File: config.mk
export PLATFORM = sky130hd
export DESIGN_NAME = morse_char_sequencer
export DESIGN_NICKNAME = d
export VERILOG_FILES = /design/src/rtl/morse_char_sequencer.sv
export SDC_FILE = /design/constraint.sdc
export NUM_CORES = 1
export LEC_CHECK = 0
export CAP_MARGIN = 20
export CORE_MARGIN = 5
export CORE_UTILIZATION = 52
export CTS_CLUSTER_DIAMETER = 120
export DETAILED_ROUTE_END_ITERATION = 8
export GPL_TIMING_DRIVEN = 1
export PLACE_DENSITY = 0.7
export SLEW_MARGIN = 20
export SYNTH_ARGS = -nofsm -noshare
export SYNTH_HDL_FRONTEND = slang
export SYNTH_SLANG_ARGS = --single-unit
File: constraint.sdc
create_clock -name CLK -period 3.1 [get_ports CLK]
set_input_delay 0.775 -clock CLK [delete_from_list [all_inputs] [get_ports CLK]]
set_output_delay 0.775 -clock CLK [all_outputs]
set_load 0.01 [all_outputs]
File: src/rtl/morse_char_sequencer.sv
// morse_char_sequencer
//   Keys one ASCII character (A-Z, a-z, 0-9) as ITU Morse on key_out.
//   A dot is 1 unit of mark and a dash is 3 units. Every element is followed
//   by a 1-unit space. The last element's space is extended by 2 more units,
//   so characters are separated by 3 units in total.
//   One unit is UNIT_CYCLES clocks.
//
// Ports
//   CLK      system clock, rising edge
//   RST      asynchronous active-high reset
//   char_in  7-bit ASCII code, captured only when start is accepted
//   start    send request, honoured only while idle
//   busy     high while a character (including trailing gap) is in progress
//   key_out  keying line, 1 = mark/tone
//   done     one-cycle pulse as busy falls at the end of a character
//   invalid  one-cycle pulse when start is seen with an unsupported code
module morse_char_sequencer #(
  parameter int UNIT_CYCLES = 12500000,
  parameter int CNT_W       = $clog2(UNIT_CYCLES*3)
) (
  input  logic       CLK,
  input  logic       RST,
  input  logic [6:0] char_in,
  input  logic       start,
  output logic       busy,
  output logic       key_out,
  output logic       done,
  output logic       invalid
);

  typedef enum logic [1:0] {IDLE, MARK, SPACE, CHAR_GAP} state_t;

  // Terminal counts: the counter starts at 0 on state entry, so a stay of
  // N cycles ends when the counter reads N-1.
  localparam logic [CNT_W-1:0] DOT_LAST  = CNT_W'(UNIT_CYCLES - 1);
  localparam logic [CNT_W-1:0] DASH_LAST = CNT_W'(3*UNIT_CYCLES - 1);
  localparam logic [CNT_W-1:0] GAP2_LAST = CNT_W'(2*UNIT_CYCLES - 1);

  // ROM word: {valid, length[2:0], pattern[4:0]}.
  // The pattern is left-justified so bit 4 is always the element being sent
  // (1 = dash, 0 = dot), and the pattern shifts left after each element.
  function automatic logic [8:0] rom_lookup(input logic [6:0] code);
    logic [6:0] up;
    logic [8:0] w;
    up = code;
    if (code >= 7'h61 && code <= 7'h7A) begin
      up = code - 7'h20;
    end
    case (up)
      7'h41: w = {1'b1, 3'd2, 5'b01000}; // A .-
      7'h42: w = {1'b1, 3'd4, 5'b10000}; // B -...
      7'h43: w = {1'b1, 3'd4, 5'b10100}; // C -.-.
      7'h44: w = {1'b1, 3'd3, 5'b10000}; // D -..
      7'h45: w = {1'b1, 3'd1, 5'b00000}; // E .
      7'h46: w = {1'b1, 3'd4, 5'b00100}; // F ..-.
      7'h47: w = {1'b1, 3'd3, 5'b11000}; // G --.
      7'h48: w = {1'b1, 3'd4, 5'b00000}; // H ....
      7'h49: w = {1'b1, 3'd2, 5'b00000}; // I ..
      7'h4A: w = {1'b1, 3'd4, 5'b01110}; // J .---
      7'h4B: w = {1'b1, 3'd3, 5'b10100}; // K -.-
      7'h4C: w = {1'b1, 3'd4, 5'b01000}; // L .-..
      7'h4D: w = {1'b1, 3'd2, 5'b11000}; // M --
      7'h4E: w = {1'b1, 3'd2, 5'b10000}; // N -.
      7'h4F: w = {1'b1, 3'd3, 5'b11100}; // O ---
      7'h50: w = {1'b1, 3'd4, 5'b01100}; // P .--.
      7'h51: w = {1'b1, 3'd4, 5'b11010}; // Q --.-
      7'h52: w = {1'b1, 3'd3, 5'b01000}; // R .-.
      7'h53: w = {1'b1, 3'd3, 5'b00000}; // S ...
      7'h54: w = {1'b1, 3'd1, 5'b10000}; // T -
      7'h55: w = {1'b1, 3'd3, 5'b00100}; // U ..-
      7'h56: w = {1'b1, 3'd4, 5'b00010}; // V ...-
      7'h57: w = {1'b1, 3'd3, 5'b01100}; // W .--
      7'h58: w = {1'b1, 3'd4, 5'b10010}; // X -..-
      7'h59: w = {1'b1, 3'd4, 5'b10110}; // Y -.--
      7'h5A: w = {1'b1, 3'd4, 5'b11000}; // Z --..
      7'h30: w = {1'b1, 3'd5, 5'b11111}; // 0 -----
      7'h31: w = {1'b1, 3'd5, 5'b01111}; // 1 .----
      7'h32: w = {1'b1, 3'd5, 5'b00111}; // 2 ..---
      7'h33: w = {1'b1, 3'd5, 5'b00011}; // 3 ...--
      7'h34: w = {1'b1, 3'd5, 5'b00001}; // 4 ....-
      7'h35: w = {1'b1, 3'd5, 5'b00000}; // 5 .....
      7'h36: w = {1'b1, 3'd5, 5'b10000}; // 6 -....
      7'h37: w = {1'b1, 3'd5, 5'b11000}; // 7 --...
      7'h38: w = {1'b1, 3'd5, 5'b11100}; // 8 ---..
      7'h39: w = {1'b1, 3'd5, 5'b11110}; // 9 ----.
      default: w = 9'd0;
    endcase
    return w;
  endfunction

  state_t           state_reg, state_next;
  logic [CNT_W-1:0] cnt_reg, cnt_next;
  logic [4:0]       pat_reg, pat_next;
  logic [2:0]       rem_reg, rem_next;   // elements left, including current
  logic             busy_next, key_next, done_next, invalid_next;
  logic [8:0]       rom_word;

  assign rom_word = rom_lookup(char_in);

  always_comb begin
    state_next   = state_reg;
    cnt_next     = cnt_reg + CNT_W'(1);
    pat_next     = pat_reg;
    rem_next     = rem_reg;
    done_next    = 1'b0;
    invalid_next = 1'b0;

    case (state_reg)
      IDLE: begin
        cnt_next = '0;
        if (start) begin
          if (rom_word[8]) begin
            state_next = MARK;
            rem_next   = rom_word[7:5];
            pat_next   = rom_word[4:0];
          end else begin
            invalid_next = 1'b1;
          end
        end
      end
      MARK: begin
        if (cnt_reg == (pat_reg[4] ? DASH_LAST : DOT_LAST)) begin
          state_next = SPACE;
          cnt_next   = '0;
        end
      end
      SPACE: begin
        if (cnt_reg == DOT_LAST) begin
          cnt_next = '0;
          if (rem_reg > 3'd1) begin
            state_next = MARK;
            rem_next   = rem_reg - 3'd1;
            pat_next   = {pat_reg[3:0], 1'b0};
          end else begin
            state_next = CHAR_GAP;
          end
        end
      end
      CHAR_GAP: begin
        if (cnt_reg == GAP2_LAST) begin
          state_next = IDLE;
          cnt_next   = '0;
          done_next  = 1'b1;
        end
      end
      default: begin
        state_next = IDLE;
        cnt_next   = '0;
      end
    endcase

    // Outputs are registered copies of the next state, so they change on the
    // same edge as the state itself.
    busy_next = (state_next != IDLE);
    key_next  = (state_next == MARK);
  end

  always_ff @(posedge CLK or posedge RST) begin
    if (RST) begin
      state_reg <= IDLE;
      cnt_reg   <= '0;
      pat_reg   <= '0;
      rem_reg   <= '0;
      busy      <= 1'b0;
      key_out   <= 1'b0;
      done      <= 1'b0;
      invalid   <= 1'b0;
    end else begin
      state_reg <= state_next;
      cnt_reg   <= cnt_next;
      pat_reg   <= pat_next;
      rem_reg   <= rem_next;
      busy      <= busy_next;
      key_out   <= key_next;
      done      <= done_next;
      invalid   <= invalid_next;
    end
  end

endmodule

After elaboration in Yosys (flattened, before gate mapping):

Memories as Yosys holds them, arrays and structs flattened.
Index checks and enable logic that the tools add are counted.

* register bits after elaboration: 40
* bits in latches: 0
* RAM bits: 0
* ROM bits: 1152
* input bits: 10
* output and inout bits: 4
* memories: 1

* $add $sub $neg: 3
* multipliers: 0
* divide/modulo/power cells: 0
* order comparisons: 3
* equality and inequality tests: 11
* shift-type cells: 0
* multiplexer cells: 28
* bitwise gates (word level): 0
* reduce and logical (&&, ||, !) cells: 5

Memories
* (name not given): words 128, width 9, rd ports 1, clocked after Yosys merged registers in 0, write ports 0, line 49 `case (up)`

Operators with widths (number)
* 2-to-1 mux 26 bit: 4
* case mux 26 bit (4 select lines): 1
* adder 26 x 1 -> 26 bit (second input constant): 1
* equality test 26 x 24 -> 1 bit (second input constant): 1
* equality test 26 x 25 -> 1 bit (second input constant): 1
* equality test 26 bit: 1
* 2-to-1 mux 5 bit: 4
* 2-to-1 mux 2 bit: 6
* 2-to-1 mux 3 bit: 4
* case mux 5 bit (2 select lines): 1
* inequality test 2 bit (second input constant): 4
* case mux 2 bit (4 select lines): 1
* greater-or-equal comparator 7 bit (second input constant): 1
* <= comparator 7 bit (second input constant): 1
* 2-to-1 mux 7 bit: 1
* subtractor 7 x 6 -> 7 bit (second input constant): 1
* case mux 3 bit (2 select lines): 1
* 2-to-1 mux 1 bit: 5
* AND reduction 5 bit: 1
* equality test 2 x 1 -> 1 bit (second input constant): 2
* equality test 2 bit (second input constant): 2
* nonzero test 2 bit: 2
* > comparator 3 x 1 -> 1 bit (second input constant): 1
* subtractor 3 x 1 -> 3 bit (second input constant): 1
* 2 further kinds: 2

Longest topological paths before layout:

Gate-level depths: netlist of the first run.
An unclocked memory read counts as a cell.

* depth in word-level cells: 8
* gate-level depth with buffers: 9
* gate-level depth less buffers: 8

Worst setup path before layout of the first run:

OpenSTA, ideal clock, no wires.

* path type: input to register
* from: input char_in[1]
* to: register pat_reg[0]
* arrival time: 2848 ps
* required time: 2975 ps
* slack: 127 ps
* stages: 8
* buffers on the path: 2
* cells stage by stage: clkbuf_1 -> or4_1 -> o211ai_1 -> nand2b_1 -> a211oi_1 -> or3_1 -> buf_6 -> mux2_4

* longest elaborated chain between the ends: 7

Ends and longest elaborated chain
* start, declared: line 23 `input logic [6:0] char_in,`
* greater-or-equal comparator 7 bit or <= comparator 7 bit (tied branches): line 46 `if (code >= 7'h61 && code <= 7'h7A) begin`
* logical AND 1 bit: line 46
* 2-to-1 mux 7 bit (*): line 46
* memory (128 x 9 bit) (*)
* 2-to-1 mux 5 bit: line 112 `if (rom_word[8]) begin`
* 2-to-1 mux 5 bit: line 111 `if (start) begin`
* case mux 5 bit (2 select lines): line 108 `case (state_reg)`
* end signal, assigned: line 171 `pat_reg <= pat_next;`
* end, declared: line 93 `logic [4:0] pat_reg, pat_next;`

Every way passes the cells marked *; elsewhere a longest branch is shown, timed or not. The select of a mux whose other input is x is not followed.
A chain may end at the register's enable or synchronous reset.

Worst setup path in the final report of the first run:

* from: input char_in[1]
* to: register pat_reg[1]

The elaborated chain is that of the path after synthesis.

==> flow_summary.ini, run 1 <==
[status]
status = finished, final reports clean

[route]
routed_wl_mm = 6.88
via_count = 2596
drt_drc_violations_left = 0
drt.antenna.violating_nets = 0
vias_per_cell = 5.78
first_pass_iters = 4
wl_per_cell_um = 15.3
drtIter0Drc = 176

[placement]
portBuffers = 13
hpwlAfterDp_mm = 5.17
placed_cell_area_um2 = 3370
routabilityCongestion = 0.864

[synth]
synth_top_cell_area_share_pct = 34.3
synthesis.area_um2 = 2920
synth.avg_cell_area_um2 = 8.92
synth_cell_types = 65
yosys_warnings = 0
ys.flop_type = dfrtp_1
synth_edf_count = 0
yosysSeqAreaShare_pct = 34.3
yosysMostFrequentCell = nor2_1
synthArstFlopShare_pct = 100
synthTopCellsByArea = dfrtp_1 34%, xor2_1 5.4%, nor2_1 5.3%
syn_inst = 327
yosys_register_bits = 40
synth_nets = 347
netlist.top_cell.by_area = dfrtp_1
synthTopCellsByCount = 41 x nor2_1, 40 x dfrtp_1, 18 x nand2_1, 18 x xor2_1, 16 x nand3_1

[worst_setup_path]
criticalPathCategory = in -> reg
worstReg2RegEnd = rem_reg[1]
end_kind = register
r2r_slack_ns = 0.30
cp_max_fo = 9
crit_path_start_kind = input port
critPathArrivalTime_ns = 3.16
r2r_cells = 7
worstReg2RegStart = cnt_reg[6]
critPathRequiredTime_ns = 3.30

[grt]
grt_pass1_vias = 2579
grt_max_degree = 41
grt_pass1_wl_mm = 12.1
overflow = 0
track_usage_pct = 20.1
antenna_found_initial = 0

[layout]
design_area_um2 = 3480
seqCellArea_um2 = 1000
multi_input_area_um2 = 1800
antennaDiodeCount = 0
final_nets = 396
syn_to_final_growth_pct = 19.3
drive_gt1_share_pct = 19.1
largest_reg_flops = 26
fillers = 468
fin_util_pct = 63.6

[cts]
clk_latency_ns = 0.29
cts_root_buffer = clkbuf_8
ctsHoldBuffers = 0
clkTransAtPathRegs_ns = 0.08
clk_path_buf_depth = 2
cts.sinks = 40
cts_tree = yes
cts_max_level = 2
numCtsBuffers = 5

[job]
drv_cap = 0

[timing]
worst_pin_slew_ns = 0.647
fin_setup_tns_ns = 0
setup_violations = 0
maxSlewHeadroom_pct = 56.7
rsz0062_at_grt = no
timing_hold_violations_final = 0
slew_violations = 0
period_share_pct = 95.5
whs_ns = 0.521
skew_ns = 0.00879
min_period_ns = 2.96
max_freq_mhz = 338

[hold_path]
worst_hold_path_type = reg -> reg
min_path_cells = 1
worstHoldStart = pat_reg[2]
hold_path_end = pat_reg[2]

[power]
ir_drop_uv = 163
p_total_mw = 1.05
power_density_nw_per_um2 = 301
p_leak_nw = 1.54

[die]
row_count = 27
coreArea_um2 = 5470
die_area_um2 = 7210
die_w_um = 84.9
io_pins = 14
die-height_um = 84.9
start_util_pct = 53.3
-- what timing repair did --
action	CTS	global route
endpoints found under the setup margin	0	5
resized for setup	0	2
buffers inserted	0	1
-- placed cells by master (no fill, tap or decap), types with 4 or more instances in the layout --
| master | count |
|---|---|
| inv_1 | 15 |
| nor4_1 | 6 |
| a21o_1 | 4 |
| dfrtp_1 | 40 |
| nand2b_1 | 8 |
| nor2b_1 | 6 |
| mux2i_1 | 4 |
| nor2_1 | 41 |
| o21ai_0 | 10 |
| ha_1 | 10 |
| xor2_1 | 18 |
| nand3_1 | 16 |
| nand2_1 | 18 |
| o211ai_1 | 9 |
| a21oi_1 | 11 |
| buf_4 | 41 |
| nor3_1 | 11 |
| xnor2_1 | 8 |
| nand4_1 | 6 |
| mux2_4 | 4 |
| or2_2 | 4 |
| and3_1 | 6 |
| clkdlybuf4s50_1 | 13 |
| clkbuf_8 | 6 |
-- power breakdown --
group / switching, mW / internal (mW)
sequential: 0 / 0.521
clock: 0.176 / 0.181
combinational: 0.0870 / 0.0841
total: 0.263 / 0.786
-- routing by layer --
layer	vias up	global-route usage, %	part of all wire [%]
met3	9	2.23	3.0
li1	1294	-	-
met5	-	0	0
met1	1231	26.5	46
met2	62	34.2	49
met4	0	7.05	1.5
-- worst max-delay path, cell delays in order --
cell	delay, ns
clkdlybuf4s50_1	0.58
buf_4	0.21
o211ai_1	0.09
buf_4	0.16
o21a_1	0.18
a21bo_2	0.20
a211oi_2	0.07
buf_4	0.14
or4b_2	0.65
o31ai_1	0.09
-- per-stage QoR --
stage               std cells  worst slack [ns]
floorplan                 327             0.127
global placement          440            -0.169
detailed placement        440            -0.244
CTS                       448            0.0601
global route              449            0.0274
finish                    449             0.141
-- layout make-up --
| type | count | share of cell area, % |
|---|---|---|
| clock buffers | 7 | 2.48 |
| clock inverters | 1 | 0.216 |
| inverters | 15 | 1.62 |
| multi-input cells | 260 | 51.7 |
| repair buffers | 54 | 12.6 |
| well taps | 72 | 2.59 |
| flip-flops and latches | 40 | 28.8 |
-- logic make-up (layout without fill, tap and decap cells) --
family | count (synthesis) | after routing | synth area share (%)
AO/OA/AOI/OAI | 65 | 65 | 16.1
XOR/XNOR | 26 | 26 | 7.81
adder cells (fa/ha/maj) | 10 | 10 | 4.29
buffers and inverters | 27 | 77 | 4.25
flip-flops | 40 | 40 | 34.3
multiplexers | 11 | 11 | 5.36
AND/OR/NAND/NOR | 148 | 148 | 27.9
-- worst max-delay path by stage --
stage / to / slack, ns / from / cells past startpoint
detailed placement: pat_reg[0] / -0.24 / char_in[1] / 8
floorplan: pat_reg[0] / 0.13 / char_in[1] / 8
finish: pat_reg[1] / 0.14 / char_in[1] / 10
global route: pat_reg[1] / 0.03 / char_in[1] / 10
global placement: pat_reg[4] / -0.17 / char_in[1] / 8
CTS: rem_reg[1] / 0.06 / char_in[1] / 8
(Power assumes the default switching activity.)
==> run 2, diff against run 1 <==
==> constraint.sdc (replaced) <==
create_clock -name CLK -period 3.6 [get_ports CLK]
set_input_delay 0.9 -clock CLK [delete_from_list [all_inputs] [get_ports CLK]]
set_output_delay 0.9 -clock CLK [all_outputs]
set_load 0.01 [all_outputs]
==> run 2 against run 1 <==
Net effect: sequential power is 14% lower; die area did not move; clock skew barely moved; critical path depth down 3; flip-flop and latch count did not move; global-route usage down 1.9 points; power shrank 18%; routed wire length is 10% lower; non-clock buffer count fell by 29; clock-buffer cell count shrank 2; highest routed layer unchanged.
==> flow_summary.ini, run 2 (same netlist as run 1, synthesis figures left out) <==
[grt]
antenna_found_initial = 0
use_met2_pct = 29.6
grt-busiest-layer = met2
track_usage_pct = 18.1
met3_usage_pct = 2.82
grt_pass1_vias = 2373
grt_pass1_wl_mm = 10.8
use_met1_pct = 23.5
grt_max_degree = 27
overflow = 0

[route]
routed_wl_mm = 6.19
via_count = 2469
vias_per_cell = 5.88
drt.antenna.violating_nets = 0
drt_drc_violations_left = 0
wl_per_cell_um = 14.7
first_pass_iters = 4
drtIter0Drc = 130

[cts]
clk_latency_ns = 0.29
cts_tree = yes
numCtsBuffers = 5
post_cts_buffers = 0
clk_path_buf_depth = 2
cts_max_level = 2
cts_root_buffer = clkbuf_8
post_cts_resized = 0
ctsHoldBuffers = 0
clkTransAtPathRegs_ns = 0.07
cts.sinks = 40

[timing]
period_share_pct = 90.0
fin_setup_tns_ns = 0
min_period_ns = 3.24
worst_pin_slew_ns = 0.881
timing_hold_violations_final = 0
max_freq_mhz = 308
setup_violations = 0
slew_violations = 0
maxSlewHeadroom_pct = 41.2
skew_ns = 0.00846
rsz0062_at_grt = no

[placement]
portBuffers = 13
routabilityCongestion = 0.848
hpwlAfterDp_mm = 4.78
placed_cell_area_um2 = 3160

[worst_setup_path]
end_kind = register
critPathArrivalTime_ns = 3.42
cp_max_fo = 7
slowest_stage = or4_1
path_cells = clkdlybuf4s50_1 > or4_1 > o21ai_2 > a31o_2 > nor3_1 > or3_1 > mux2_4
max_stage_delay_ns = 0.61
crit_path_start_kind = input port
critPathRequiredTime_ns = 3.78
criticalPathCategory = in -> reg

[layout]
multi_input_area_um2 = 1790
seqCellArea_um2 = 1000
largest_reg_flops = 26
final_nets = 367
syn_to_final_growth_pct = 11.3
drive_gt1_share_pct = 12.1
antennaDiodeCount = 0
final_cell_mix = 41 x nor2_1, 40 x dfrtp_1, 18 x xor2_1, 18 x nand2_1, 16 x nand3_1
layout_commonest_cell = nor2_1
fillers = 501
design_area_um2 = 3250

[die]
start_util_pct = 53.3
die_area_um2 = 7210
die_w_um = 84.9
row_count = 27
io_pins = 14
coreArea_um2 = 5470
die-height_um = 84.9

[status]
status = finished, final reports clean

[hold_path]
worst_hold_path_type = reg -> reg

[job]
drv_cap = 0

[power]
power_density_nw_per_um2 = 266
p_leak_nw = 1.40
p_total_uw = 863
ir_drop_uv = 205
## run 2: routing by layer
layer	part of all wire, %	wire (um)	vias to the layer above
met5	0	0	-
met4	2.9	182	0
met3	2.6	163	19
met2	48	2970	51
li1	-	-	1240
met1	46	2870	1159
## run 2: layout make-up
class	instances	area share, %
Timing Repair Buffer	25	6.78
Clock inverter	3	0.578
Sequential cell	40	30.8
Tap cell	72	2.77
Inverter	15	1.73
Clock buffer	5	2.12
Multi-Input combinational cell	260	55.2
## run 2: path summary, 6_finish.rpt
kind / slack, ns / from / endpoint / cells after the start
worst max-delay path: 0.36 / char_in[1] / pat_reg[4] / 7
worst min-delay path: 0.51 / cnt_reg[0] / cnt_reg[0] / 1
worst max register to register: 0.75 / cnt_reg[6] / cnt_reg[18] / 6
worst min register to register: 0.51 / cnt_reg[0] / cnt_reg[0] / 1
max in group asynchronous: 1.85 / RST / cnt_reg[5] / 3
min in group asynchronous: 1.09 / RST / cnt_reg[17] / 2
## run 2: through the flow
step / cells / hold WS [ns] / util (%) / setup WS, ns
2_1_floorplan: 327 / 0.470 / - / 0.502
3_3_place_gp: 412 / 0.501 / 57.7 / 0.0829
3_5_place_dp: 412 / 0.498 / 57.7 / 0.0501
4_1_cts: 420 / 0.513 / 59.3 / 0.367
5_1_grt: 420 / 0.535 / 59.3 / 0.211
6_report: 420 / 0.514 / 59.3 / 0.358
## run 2: critical path: cells and delay by family
family                 cells  cell delay [ns]
and+or+nand+nor            3             1.21
AOI/OAI and AO/OA          2             0.44
muxes                      1             0.34
buffers and inverters      1             0.53
## run 2: power by group
part           switching, mW  internal (mW)
sequential                 0          0.449
combinational         0.0691         0.0532
clock                  0.157          0.135
